[config.mk]
export PLATFORM = sky130hd
export DESIGN_NAME = alu_retry_ctrl
export DESIGN_NICKNAME = d
export VERILOG_FILES = /design/src/rtl/alu_retry_ctrl.sv
export SDC_FILE = /design/constraint.sdc
export NUM_CORES = 1
export LEC_CHECK = 0
export CAP_MARGIN = 15
export CORE_MARGIN = 2
export CORE_UTILIZATION = 47
export CTS_CLUSTER_SIZE = 8
export DETAILED_ROUTE_END_ITERATION = 10
export PLACE_DENSITY = 0.83
export SYNTH_ARGS = -nofsm -noshare
export SYNTH_HDL_FRONTEND = slang
export SYNTH_SLANG_ARGS = --single-unit
[constraint.sdc]
create_clock -name clk -period 3.2 [get_ports clk]
set_input_delay 0.32 -clock clk [delete_from_list [all_inputs] [get_ports clk]]
set_output_delay 0.32 -clock clk [all_outputs]
set_load 0.005 [all_outputs]
[src/rtl/alu_retry_ctrl.sv]
// Transaction controller around the checked 3-bit add/subtract datapath.
// Retries failing evaluations, tags unrecoverable results, counts errors, locks out on repeated faults.
module alu_retry_ctrl #(
  parameter int unsigned MAX_RETRY   = 2,
  parameter int unsigned FAULT_LIMIT = 3,
  parameter int unsigned CNT_W       = 8
) (
  input  logic             clk,
  input  logic             rst_n,
  input  logic             in_valid,
  output logic             in_ready,
  input  logic [2:0]       in_a,
  input  logic [2:0]       in_b,
  input  logic             in_par,
  input  logic [2:0]       in_c,
  output logic [2:0]       alu_a,
  output logic [2:0]       alu_b,
  output logic             alu_par,
  output logic [2:0]       alu_c,
  input  logic [2:0]       alu_x,
  input  logic             alu_xc,
  input  logic             alu_err,
  output logic             out_valid,
  input  logic             out_ready,
  output logic [2:0]       out_x,
  output logic             out_xc,
  output logic             out_fault,
  output logic [CNT_W-1:0] err_count,
  output logic             locked
);

  localparam int unsigned RW = (MAX_RETRY < 1) ? 1 : $clog2(MAX_RETRY + 1);
  localparam int unsigned FW = $clog2(FAULT_LIMIT + 1);

  typedef enum logic [1:0] {
    S_IDLE = 2'd0,
    S_EVAL = 2'd1,
    S_OUT  = 2'd2,
    S_LOCK = 2'd3
  } state_t;

  state_t           state_q, state_d;
  logic [2:0]       alu_a_q, alu_a_d, alu_b_q, alu_b_d, alu_c_q, alu_c_d;
  logic             alu_par_q, alu_par_d;
  logic [2:0]       out_x_q, out_x_d;
  logic             out_xc_q, out_xc_d, out_fault_q, out_fault_d;
  logic [CNT_W-1:0] err_count_q, err_count_d;
  logic [RW-1:0]    retry_q, retry_d;
  logic [FW-1:0]    consec_q, consec_d;
  logic             retry_done;

  assign retry_done = (retry_q == RW'(MAX_RETRY));

  // State register
  always_ff @(posedge clk) begin
    if (!rst_n) state_q <= S_IDLE;
    else        state_q <= state_d;
  end

  // Next-state logic
  always_comb begin
    state_d = state_q;
    case (state_q)
      S_IDLE: if (in_valid) state_d = S_EVAL;
      S_EVAL: if (!alu_err || retry_done) state_d = S_OUT;
      S_OUT:  if (out_ready) state_d = (consec_q == FW'(FAULT_LIMIT)) ? S_LOCK : S_IDLE;
      S_LOCK: state_d = S_LOCK;
      default: state_d = S_IDLE;
    endcase
  end

  // Handshake and status decode of the registered state
  always_comb begin
    in_ready  = (state_q == S_IDLE);
    out_valid = (state_q == S_OUT);
    locked    = (state_q == S_LOCK);
  end

  // Operand, result and counter updates
  always_comb begin
    alu_a_d     = alu_a_q;
    alu_b_d     = alu_b_q;
    alu_c_d     = alu_c_q;
    alu_par_d   = alu_par_q;
    out_x_d     = out_x_q;
    out_xc_d    = out_xc_q;
    out_fault_d = out_fault_q;
    err_count_d = err_count_q;
    retry_d     = retry_q;
    consec_d    = consec_q;
    case (state_q)
      S_IDLE: begin
        if (in_valid) begin
          alu_a_d   = in_a;
          alu_b_d   = in_b;
          alu_c_d   = in_c;
          alu_par_d = in_par;
          retry_d   = '0;
        end
      end
      S_EVAL: begin
        if (!alu_err) begin
          out_x_d     = alu_x;
          out_xc_d    = alu_xc;
          out_fault_d = 1'b0;
          consec_d    = '0;
        end else begin
          if (err_count_q != {CNT_W{1'b1}}) err_count_d = err_count_q + CNT_W'(1);
          if (!retry_done) begin
            retry_d = retry_q + RW'(1);
          end else begin
            out_x_d     = alu_x;
            out_xc_d    = alu_xc;
            out_fault_d = 1'b1;
            if (consec_q != FW'(FAULT_LIMIT)) consec_d = consec_q + FW'(1);
          end
        end
      end
      default: ;
    endcase
  end

  always_ff @(posedge clk) begin
    if (!rst_n) begin
      alu_a_q     <= '0;
      alu_b_q     <= '0;
      alu_c_q     <= '0;
      alu_par_q   <= 1'b0;
      out_x_q     <= '0;
      out_xc_q    <= 1'b0;
      out_fault_q <= 1'b0;
      err_count_q <= '0;
      retry_q     <= '0;
      consec_q    <= '0;
    end else begin
      alu_a_q     <= alu_a_d;
      alu_b_q     <= alu_b_d;
      alu_c_q     <= alu_c_d;
      alu_par_q   <= alu_par_d;
      out_x_q     <= out_x_d;
      out_xc_q    <= out_xc_d;
      out_fault_q <= out_fault_d;
      err_count_q <= err_count_d;
      retry_q     <= retry_d;
      consec_q    <= consec_d;
    end
  end

  assign alu_a     = alu_a_q;
  assign alu_b     = alu_b_q;
  assign alu_c     = alu_c_q;
  assign alu_par   = alu_par_q;
  assign out_x     = out_x_q;
  assign out_xc    = out_xc_q;
  assign out_fault = out_fault_q;
  assign err_count = err_count_q;

endmodule

== Word level (Yosys, flattened, before mapping) ==
Index checks and enable logic that the tools add are counted.

* Output and inout bits: 26
* Register bits after elaboration: 29

* Equal/unequal tests: 14
* Reduce and logical (&&, ||, !) cells: 10
* $add $sub $neg: 3
* Muxes and demuxes: 18

{| class="wikitable"
|+ Operator list
! kind !! count
|-
| 2-bit 2-to-1 mux || 10
|-
| 2-bit inequality test (second input constant) || 5
|-
| 3-bit AND reduction || 3
|-
| 8-bit by 1-bit adder with 8-bit output (second input constant) || 1
|-
| 2-bit equality test (second input constant) || 4
|-
| 8-bit inequality test (second input constant) || 1
|-
| 2-bit case mux with 4 select lines || 1
|-
| 3-bit 2-to-1 mux || 2
|-
| 2-bit by 1-bit inequality test with 1-bit output (second input constant) || 3
|-
| 2-bit by 1-bit adder with 2-bit output (second input constant) || 2
|-
| 1-bit 2-to-1 mux || 4
|-
| 2-bit case mux with 2 select lines || 1
|-
| 2-bit AND reduction || 2
|-
| 4-bit AND reduction || 1
|-
| 2-bit by 1-bit equality test with 1-bit output (second input constant) || 1
|-
| 2-bit logical NOT || 1
|-
| 2-bit nonzero test || 1
|-
| 1-bit logical NOT || 1
|-
| 1-bit logical OR || 1
|}

== Longest topological paths before layout ==
Gate-level depths: netlist of run 1.

* Depth after elaboration: 4
* Depth in mapped cells: 7
* Mapped depth without buffers: 6

== Worst setup path before layout of run 1 ==
OpenSTA, ideal clock, no wires.

* Path kind: reg2reg
* Start: reg err_count_q[0], in the netlist err_count[0]
* End: reg err_count_q[6], in the netlist err_count[6]
* Data required time: 3.072 ns
* Stages on the path, launching flop included: 6
* Library setup time: 0.128 ns
* Arrival: 1.355 ns
* Slack: 1.717 ns
* Path buffers: 0
* Cells stage by stage: dfxtp_1 > ha_1 > nand4_1 > a2111oi_0 > xnor2_1 > nor2_1

* Longest elaborated chain between the ends: 2

{| class="wikitable"
|+ Ends and longest elaborated chain
! element !! RTL line !! RTL
|-
| start, declared || 47 || <nowiki>logic [CNT_W-1:0] err_count_q, err_count_d;</nowiki>
|-
| start signal, assigned || 143 || <nowiki>err_count_q <= err_count_d;</nowiki>
|-
| branches (longest 2 deep; another with 8-bit by 1-bit adder with 8-bit output) || n/a ||
|}

Parallel ways; which one is timed is not known.
A chain may end at the register's enable or synchronous reset.

== Worst setup path in the final report of run 1 ==
* Start: reg state_q[1]
* End: out out_valid

* Longest elaborated chain between the ends: 1

{| class="wikitable"
|+ Ends and longest elaborated chain
! element !! RTL line !! RTL
|-
| start, declared || 42 || <nowiki>state_t state_q, state_d;</nowiki>
|-
| start signal, assigned || 57 || <nowiki>else state_q <= state_d;</nowiki>
|-
| 2-bit equality test || 75 || <nowiki>out_valid = (state_q == S_OUT);</nowiki>
|-
| end, declared || 23 || <nowiki>output logic out_valid,</nowiki>
|}

Every way passes these cells.

==> results, run 1 <==
- The worst hold path was traced through 2 stages.
- The critical path goes through inv_1 > nor2_1 > clkdlybuf4s50_1.
- The mapped cell area is 0.001256 sq mm.
- Fill cells in the final layout number 214.
- Subtracting the final worst setup slack from the clock period gives 1877 ps.
- The number of max-cap violations is 0.
- The number of max-slew violations in the final report came to 0.
- Setup repair after global routing left no endpoint under its margin.
- The first global-routing pass estimated between 4 and 5 mm of wire.
- The compound-gate portion of the synthesized area came to 0.1464.
- Together, buffers and inverters on the worst path number 2.
- The utilization after layout is 0.7107.
- The count of unique library cells instantiated by Yosys is 35.
- For the final routed database, the setup TNS stands at 0 ps.
- For this design the ratio of total power to cell area is 440.6 mW/mm^2.
- The standard cell core area is around 0.0025 sq mm.
- Clock-pin slew was measured on the worst setup and hold paths at roughly 90 ps.
- The initialized floorplan defines 18 standard-cell rows.
- The number of setup violations in the final report is 0.
- The layout overhead on the synthesized area is 41.43%.
- Timing analysis after detailed placement gives a worst setup slack of 1033 ps.
- The count of antenna diodes in the layout is 0.
- The portion of the post-synthesis area used by sequential elements is 0.4622.
- The vertical die dimension is 55.70 microns.
- The analysis attributes to cell leakage a power of around 0.66 nW.
- The combined global-route utilization of all metal layers is 0.2031.
- Once detailed placement completed, the half-perimeter wirelength came to ~2.2 mm.
- In this run the count of I/O pins placed on the die edge is 45.
- The weighted congestion reported at the end of routability-driven placement is 0.7487.
- The startpoint type of the worst setup path is a flop.
- Setup slack on the critical path of the routed design comes to 1323 ps.
- The destination of the worst hold path is alu_a[1].
- The largest stage delay on the critical path is ~500 ps.
- Clock latency on the worst-skew pair, taken at its later pin, is 330 ps.
- The endpoint identified for the worst register-to-register timing path is err_count[3].
- After synthesis, the largest family of logic cells by area is simple AND/OR/NAND/NOR gates.
- The slew of the pin with the lowest slew margin is 747.6 ps.
- Entering global routing, the biggest net connects 22 pins.
- In the synthesized netlist the async set-or-reset flop fraction comes to 0.
- Counting every instance in the synthesized netlist gives roughly 150.
- The cell type group with the largest total delay on the critical path is buffers and inverters.
- The run finished with clean final reports.
- The most used flip-flop cell after synthesis is sky130_fd_sc_hd__dfxtp_1.
- The synthesized netlist net count is between 150 and 200.
- In the layout the commonest cells are sky130_fd_sc_hd__clkdlybuf4s50_1 (44), sky130_fd_sc_hd__dfxtp_1 (29), sky130_fd_sc_hd__nand2_1 (28), sky130_fd_sc_hd__a21oi_1 (20), sky130_fd_sc_hd__nor2_1 (17).
- Once the clock tree was built, the resizer swapped 0 gates to a different size.
- Measured against its own limit, the worst slew margin works out to 0.5006.
- The number of CTS-inserted buffers is 5.
- In this run the tool buffered the top-level ports with 44 buffer cells.
- The clock tree root driver cell is sky130_fd_sc_hd__clkbuf_4.
- In the finished design, the share of the clock period the worst path needs comes to 0.5866.
- Of the total synthesized cell area, the portion taken by full adders, half adders and majority gates is 0.02988.
- The width of the die is 55.70 microns.
- The peak supply drop is 0.5002 mV.
- The length of the first detailed-routing pass in iterations is 4.
- The data arrival time of the worst path is 1560 ps.
- The number of global-route vias before repair was around 1100.
- The required arrival time at the worst endpoint is 2880 ps.
- The detailed-route wire length per cell is approximately 13 microns.
- The type of the most critical hold path is reg -> reg.
- The detailed router placed 1185 vias in this run.
- The warning count from the yosys run is 0.
- The highest clock frequency the design can meet is 532.8 MHz.
- The startpoint of the worst-slack reg-to-reg timing path is err_count[0].
- The worst setup path is captured at an output pin.
- The worst min-delay path startpoint is alu_a[1].
- Of the total synthesized cell area, the portion taken by AND, OR, NAND and NOR gates is 0.2510.
- Tracing the worst setup path back leads to its startpoint at state_q[1].
- The clock tree synthesis step divided the H-tree into 2 levels.
- The setup slack of the most critical reg-to-reg path is 1360 ps.
- The ratio of cells with drive above 1 in the final layout is 0.06122.
- The xor/xnor cell area share of the yosys netlist is 0.01394.
- The slowest stage of the critical path is the sky130_fd_sc_hd__dfxtp_1 cell.
- The final routed wirelength across all metal layers is 2.984 mm.
- In this run the remaining antenna-violating nets after routing total 0.
- The number of storage elements in the synthesis netlist is 29.
- The largest fanout on the critical path is 9.
- After detailed routing, the number of remaining DRC violations is 0.
- The initial utilization of the core area, before any placement, comes to 0.5025.
- The count of buffers added by post-CTS timing repair for setup is 0.
- TritonCTS built the clock tree.
- The net count reported at finish is roughly 220.
- On the final layout, the worst clock skew is between 5 and 6 ps.
- The most common cell after layout, fill and taps aside is sky130_fd_sc_hd__clkdlybuf4s50_1.
- The number of synthesized flops with an enable pin is 0.
- The longest clock path from root to sink contains 2 buffers.
- The initial antenna violation count is 0.
- The critical path start-end classification is reg -> out.
- The die covers 0.003102 sq mm.
- The global route total overflow is 0.
- For the worst flop-to-flop path, the logic depth is 5.
- The final hold violation count is 0.
- The multiplexer share of the synthesized area is 0.04781.
- The mean post-synth cell area is 8.431 sq um.
- Dividing the detail-routed via count by the number of cells gives 5.243.
- The initial detailed-routing violation count is 36.
- Hold repair after CTS inserted 0 buffers.
- The clock sink count is 29.
## per-stage QoR
stage / std cells / instance area [sq um] / hold slack [ps] / power, mW
after floorplan: 149 / 1256 / 452.7 / 0.4631
after global placement: 218 / 1707 / 442.8 / 0.5277
after detailed placement: 218 / 1707 / 454.7 / 0.5336
after CTS: 226 / 1777 / 467.3 / 0.7876
after global routing: 226 / 1777 / 489.6 / 0.8166
final: 226 / 1777 / 464.2 / 0.7828
## how the worst max path moves through the flow
stage,to,depth (start not counted)
3_3_place_gp,err_count[7],5
4_1_cts,locked,2
6_report,out_valid,3
2_1_floorplan,err_count[6],5
5_1_grt,err_count[3],5
3_5_place_dp,err_count[7],5
## cell usage after synthesis, types with 2 or more instances
master | number | area [sq um]
sky130_fd_sc_hd__dfxtp_1 | 29 | 580.6
sky130_fd_sc_hd__and2_1 | 2 | 12.51
sky130_fd_sc_hd__or3_1 | 2 | 12.51
sky130_fd_sc_hd__clkbuf_1 | 4 | 15.01
sky130_fd_sc_hd__mux2i_1 | 6 | 60.06
sky130_fd_sc_hd__buf_6 | 2 | 22.52
sky130_fd_sc_hd__ha_1 | 3 | 37.54
sky130_fd_sc_hd__inv_1 | 4 | 15.01
sky130_fd_sc_hd__o21bai_1 | 2 | 15.01
sky130_fd_sc_hd__o21ai_0 | 4 | 20.02
sky130_fd_sc_hd__nand2_1 | 28 | 105.1
sky130_fd_sc_hd__a21oi_1 | 20 | 100.1
sky130_fd_sc_hd__nand3_1 | 4 | 20.02
sky130_fd_sc_hd__and3_1 | 2 | 12.51
sky130_fd_sc_hd__nor2_1 | 17 | 63.81
## per-layer routing
metal	share of wire	vias to the layer above	wire length [microns]	global-route usage
met4	0.017	0	52	0.08362
met2	0.47	29	1401	0.3180
met5	0	-	0	0
li1	-	600	-	-
met3	0.056	5	166	0.07907
met1	0.46	551	1364	0.2489
## where the power goes
group / switching, mW / internal, mW
Clock: 0.131 / 0.127
Sequential: 0.0165 / 0.379
Combinational: 0.0555 / 0.0739
Total: 0.203 / 0.580
## cell families after synthesis
kind of cell,Yosys count
AND/OR/NAND/NOR,65
adder cells (fa/ha/maj),3
multiplexers,6
buffers and inverters,12
AO/OA/AOI/OAI,32
XOR/XNOR,2
flip-flops,29
## flip-flops by register name, summed over array words and instances, names as in the netlist
name,count
out_fault,1
alu_c,3
alu_par,1
state_q,2
out_x,3
err_count,8
consec_q,2
retry_q,2
alu_a,3
out_xc,1
alu_b,3
## tightest hold or removal path: stages, from the launching register on
cell                      delay, ps
sky130_fd_sc_hd__dfxtp_1        320
sky130_fd_sc_hd__nand2_1         50
sky130_fd_sc_hd__a21oi_1         50
## area by class of cell
cell class                 count  area [sq um]  area share
inverter                       5         18.77     0.01056
multi-input combinational    108         614.3      0.3458
timing repair buffer          46         455.4      0.2563
clock inverter                 1         5.005    0.002817
sequential                    29         580.6      0.3268
tap                           30         37.54     0.02113
clock buffer                   7         65.06     0.03662
Power figures use the tool's default switching activity.
==> inputs of run 2 (changes only) <==
Settings changed: CORE_UTILIZATION 47 to 44, PLACE_DENSITY 0.83 to 0.79.
Clock period 3.2 ns to 1.8 ns, I/O delays scaled along.
==> run 2 against run 1 <==
Effect of this change: cell area up 3.7%; core utilization down 3.7 points; global-route usage down 0.75 points; sequential share of layout area down 1.0 points; sequential cell count unchanged; largest cell class unchanged; highest routed layer unchanged; hold slack worse by 73 ps; via count up 0.34%.
==> results, run 2 (same netlist as run 1, synthesis figures left out) <==
- The count of antenna diodes in the layout was 0 (unchanged).
- Timing would allow up to 603.0 MHz.
- The uppermost layer routed is met4.
- Setup repair after global routing left no endpoint under its margin.
- The startpoint type of the worst setup path is a flop.
- The pin count of the biggest net entering global routing is 17 (-23%).
- The power density over cell area was 760.5 mW/mm^2 (+73%).
- The standard cell core area is 0.002734 sq mm (+9.4%).
- The number of max-slew violations in the final report is 0 (unchanged).
- The CTS tree is done.
- The initial detailed-routing violation count is 38 (+5.6%).
- The aggregate negative setup slack is 0 ps (unchanged).
- The library cells used most frequently in the layout, excluding fill and tap cells, are sky130_fd_sc_hd__clkdlybuf4s50_1 (44), sky130_fd_sc_hd__nand2_1 (28), sky130_fd_sc_hd__dfxtp_1 (27), sky130_fd_sc_hd__a21oi_1 (20), sky130_fd_sc_hd__nor2_1 (17).
- The initial antenna violation count is 0 (unchanged).
- The net count reported at finish came to 223 (+2.8%).
- The sum of buffers and inverters on the critical path is 2 (unchanged).
- The run finished with clean final reports.
- The vias per cell is 5.103 (-2.7%).
- The total number of vias came to 1189 (+0.34%).
- The largest fanout on the critical path is 8 (-1).
- Leaving out fill and tap cells, the most frequent cell in the layout is sky130_fd_sc_hd__clkdlybuf4s50_1.
- The ratio of cells with drive above 1 in the final layout is 0.1040 (+0.04274).
- The number of H-tree levels was 2 (unchanged).
- The total length of routed met2 wires is 1.391 mm (-0.71%).
- The number of CTS-inserted buffers is 5 (unchanged).
- The standard cell with the maximum stage delay on the critical path is sky130_fd_sc_hd__clkdlybuf4s50_1.
- The clock-pin slew on the worst setup and hold paths was 90 ps (about the same).
- The area taken by multi-input logic gates is 618.1 sq um (+0.61%).
- The required arrival time at the worst endpoint is 1620 ps (-1260 ps).
- The worst slew margin relative to its limit is 0.6731 (+0.1725).
- The signal on the critical path passes through buf_4 > and2_1 > clkdlybuf4s50_1.
- The number of global-route vias before repair is 1080 (+2.2%).
- The clock latency at the later pin of the worst-skew pair came to 330 ps (about the same).
- The detailed-route wire length per cell is 12.23 microns (-7.4%).
- The flip-flop count of the largest register, all copies and words added came to 8 (unchanged).
- The length of the first detailed-routing pass in iterations is 4 (unchanged).
- In this run the worst hold path is classified as in -> reg.
- The DRC violation count after routing is 0 (unchanged).
- The final routed wirelength across all metal layers is 2.850 mm (-4.5%).
- The sum of net half-perimeters after detailed placement is 2.177 mm (-0.84%).
- The width of the die was 57.43 microns (+3.1%).
- The sequential standard cell area is 583.1 sq um (+0.43%).
- The buffer depth of the longest clock path is 2 (unchanged).
- The final hold violation count is 0 (unchanged).
- The number of I/O pins came to 45 (unchanged).
- The count of standard-cell rows is 19 (+1).
- The period utilization is 0.9214.
- The number of nets still failing antenna checks after routing is 0 (unchanged).
- The total leakage power came to 0.6933 nW (+5.2%).
- The initial core utilization is 0.4595 (-0.04301).
- The number of setup violations in the final report came to 0 (unchanged).
- The global-route wire length before repair is 4.892 mm (-0.83%).
- The final critical delay including setup and external delays is 1658 ps.
- The layout overhead on the synthesized area is 46.61%.
- The peak supply drop is 0.6520 mV (+30%).
- The number of buffers inserted for hold repair after clock tree synthesis is 0 (unchanged).
- The critical path start-end classification is reg -> out.
- The number of I/O port buffers is 44 (unchanged).
- The worst setup path is captured at an output pin.
- The weighted congestion reported at the end of routability-driven placement was 0.8062 (+7.7%).
- The worst hold-check slack is 391.5 ps (-72.77 ps).
- The clock tree root driver cell is sky130_fd_sc_hd__clkbuf_4.
- The data arrival time of the worst path came to 1480 ps (-80 ps).
- The combined global-route utilization of all metal layers is 0.1956 (-0.007544).
- The post-route clock skew is 9.304 ps (+3.607 ps).
- The wire length on met1 is 1.252 mm (-8.2%).
- The global route total overflow came to 0 (unchanged).
- The number of max-cap violations is 0 (unchanged).
- The count of filler cells inserted in the layout is 230 (+7.5%).
- The count of instances resized after the clock tree is built is 0 (unchanged).
- The count of buffers added by post-CTS timing repair for setup is 0 (unchanged).
- The slew of the pin with the lowest slew margin is 478.0 ps (-269.5 ps).
- The sum of met3 wire segment lengths after detailed routing is 138 microns (-17%).
- The cell type group with the largest total delay on the critical path is buffers and inverters.
- The largest stage delay on the critical path is 490 ps (about the same).
- The clock sink count came to 29 (unchanged).
- The vertical die dimension is 57.43 microns (+3.1%).
- The floorplan die area came to 0.003298 sq mm (+6.3%).
## run 2: changes by cell type in the layout (fill, tap and decap cells not counted), sizes merged
cell,previous run,this run
buf,2,8
## run 2: worst paths after layout
path | startpoint | to | slack (ps) | cells after the start
setup / recovery | state_q[0] | locked | 140 | 3
hold / removal | in_b[2] | alu_b[2] | 390 | 3
setup reg to reg | err_count[1] | err_count[6] | 240 | 5
hold reg to reg | alu_a[0] | alu_a[0] | 460 | 2
## run 2: final cells by class
class,count,share of cell area
clock buffer,7,0.03533
clock inverter,1,0.002717
inverter,5,0.01019
multi-input combinational,108,0.3356
sequential,29,0.3166
tap,31,0.02106
timing repair buffer,52,0.2785
## run 2: tightest hold or removal path: cells and delay by family
kind / cells / cell delay, ps
simple gates: 1 / 50
compound gates: 1 / 50
buf+inv: 1 / 400
## run 2: metrics by stage
| stage | total power [mW] | setup WS (ps) | util | cells | cell area (sq um) |
|---|---|---|---|---|---|
| after global placement | 0.9586 | 81.92 | 0.6458 | 225 | 1765 |
| after detailed placement | 0.9663 | 57.37 | 0.6458 | 225 | 1765 |
| final | 1.401 | 141.5 | 0.6737 | 233 | 1842 |
| after global routing | 1.473 | 31.35 | 0.6737 | 233 | 1842 |
| after CTS | 1.420 | 60.22 | 0.6714 | 233 | 1836 |
| after floorplan | 0.8232 | 317.4 | - | 149 | 1256 |
## run 2: report_power, final
| group | internal [mW] | switching, mW |
|---|---|---|
| Sequential | 0.675 | 0.0223 |
| Combinational | 0.148 | 0.105 |
| Clock | 0.226 | 0.223 |
## run 2: per-layer routing
metal	GRT usage	vias to the layer above
li1	-	618
met1	0.2337	533
met2	0.3149	30
met3	0.05442	8
met4	0.1096	0
met5	0	-
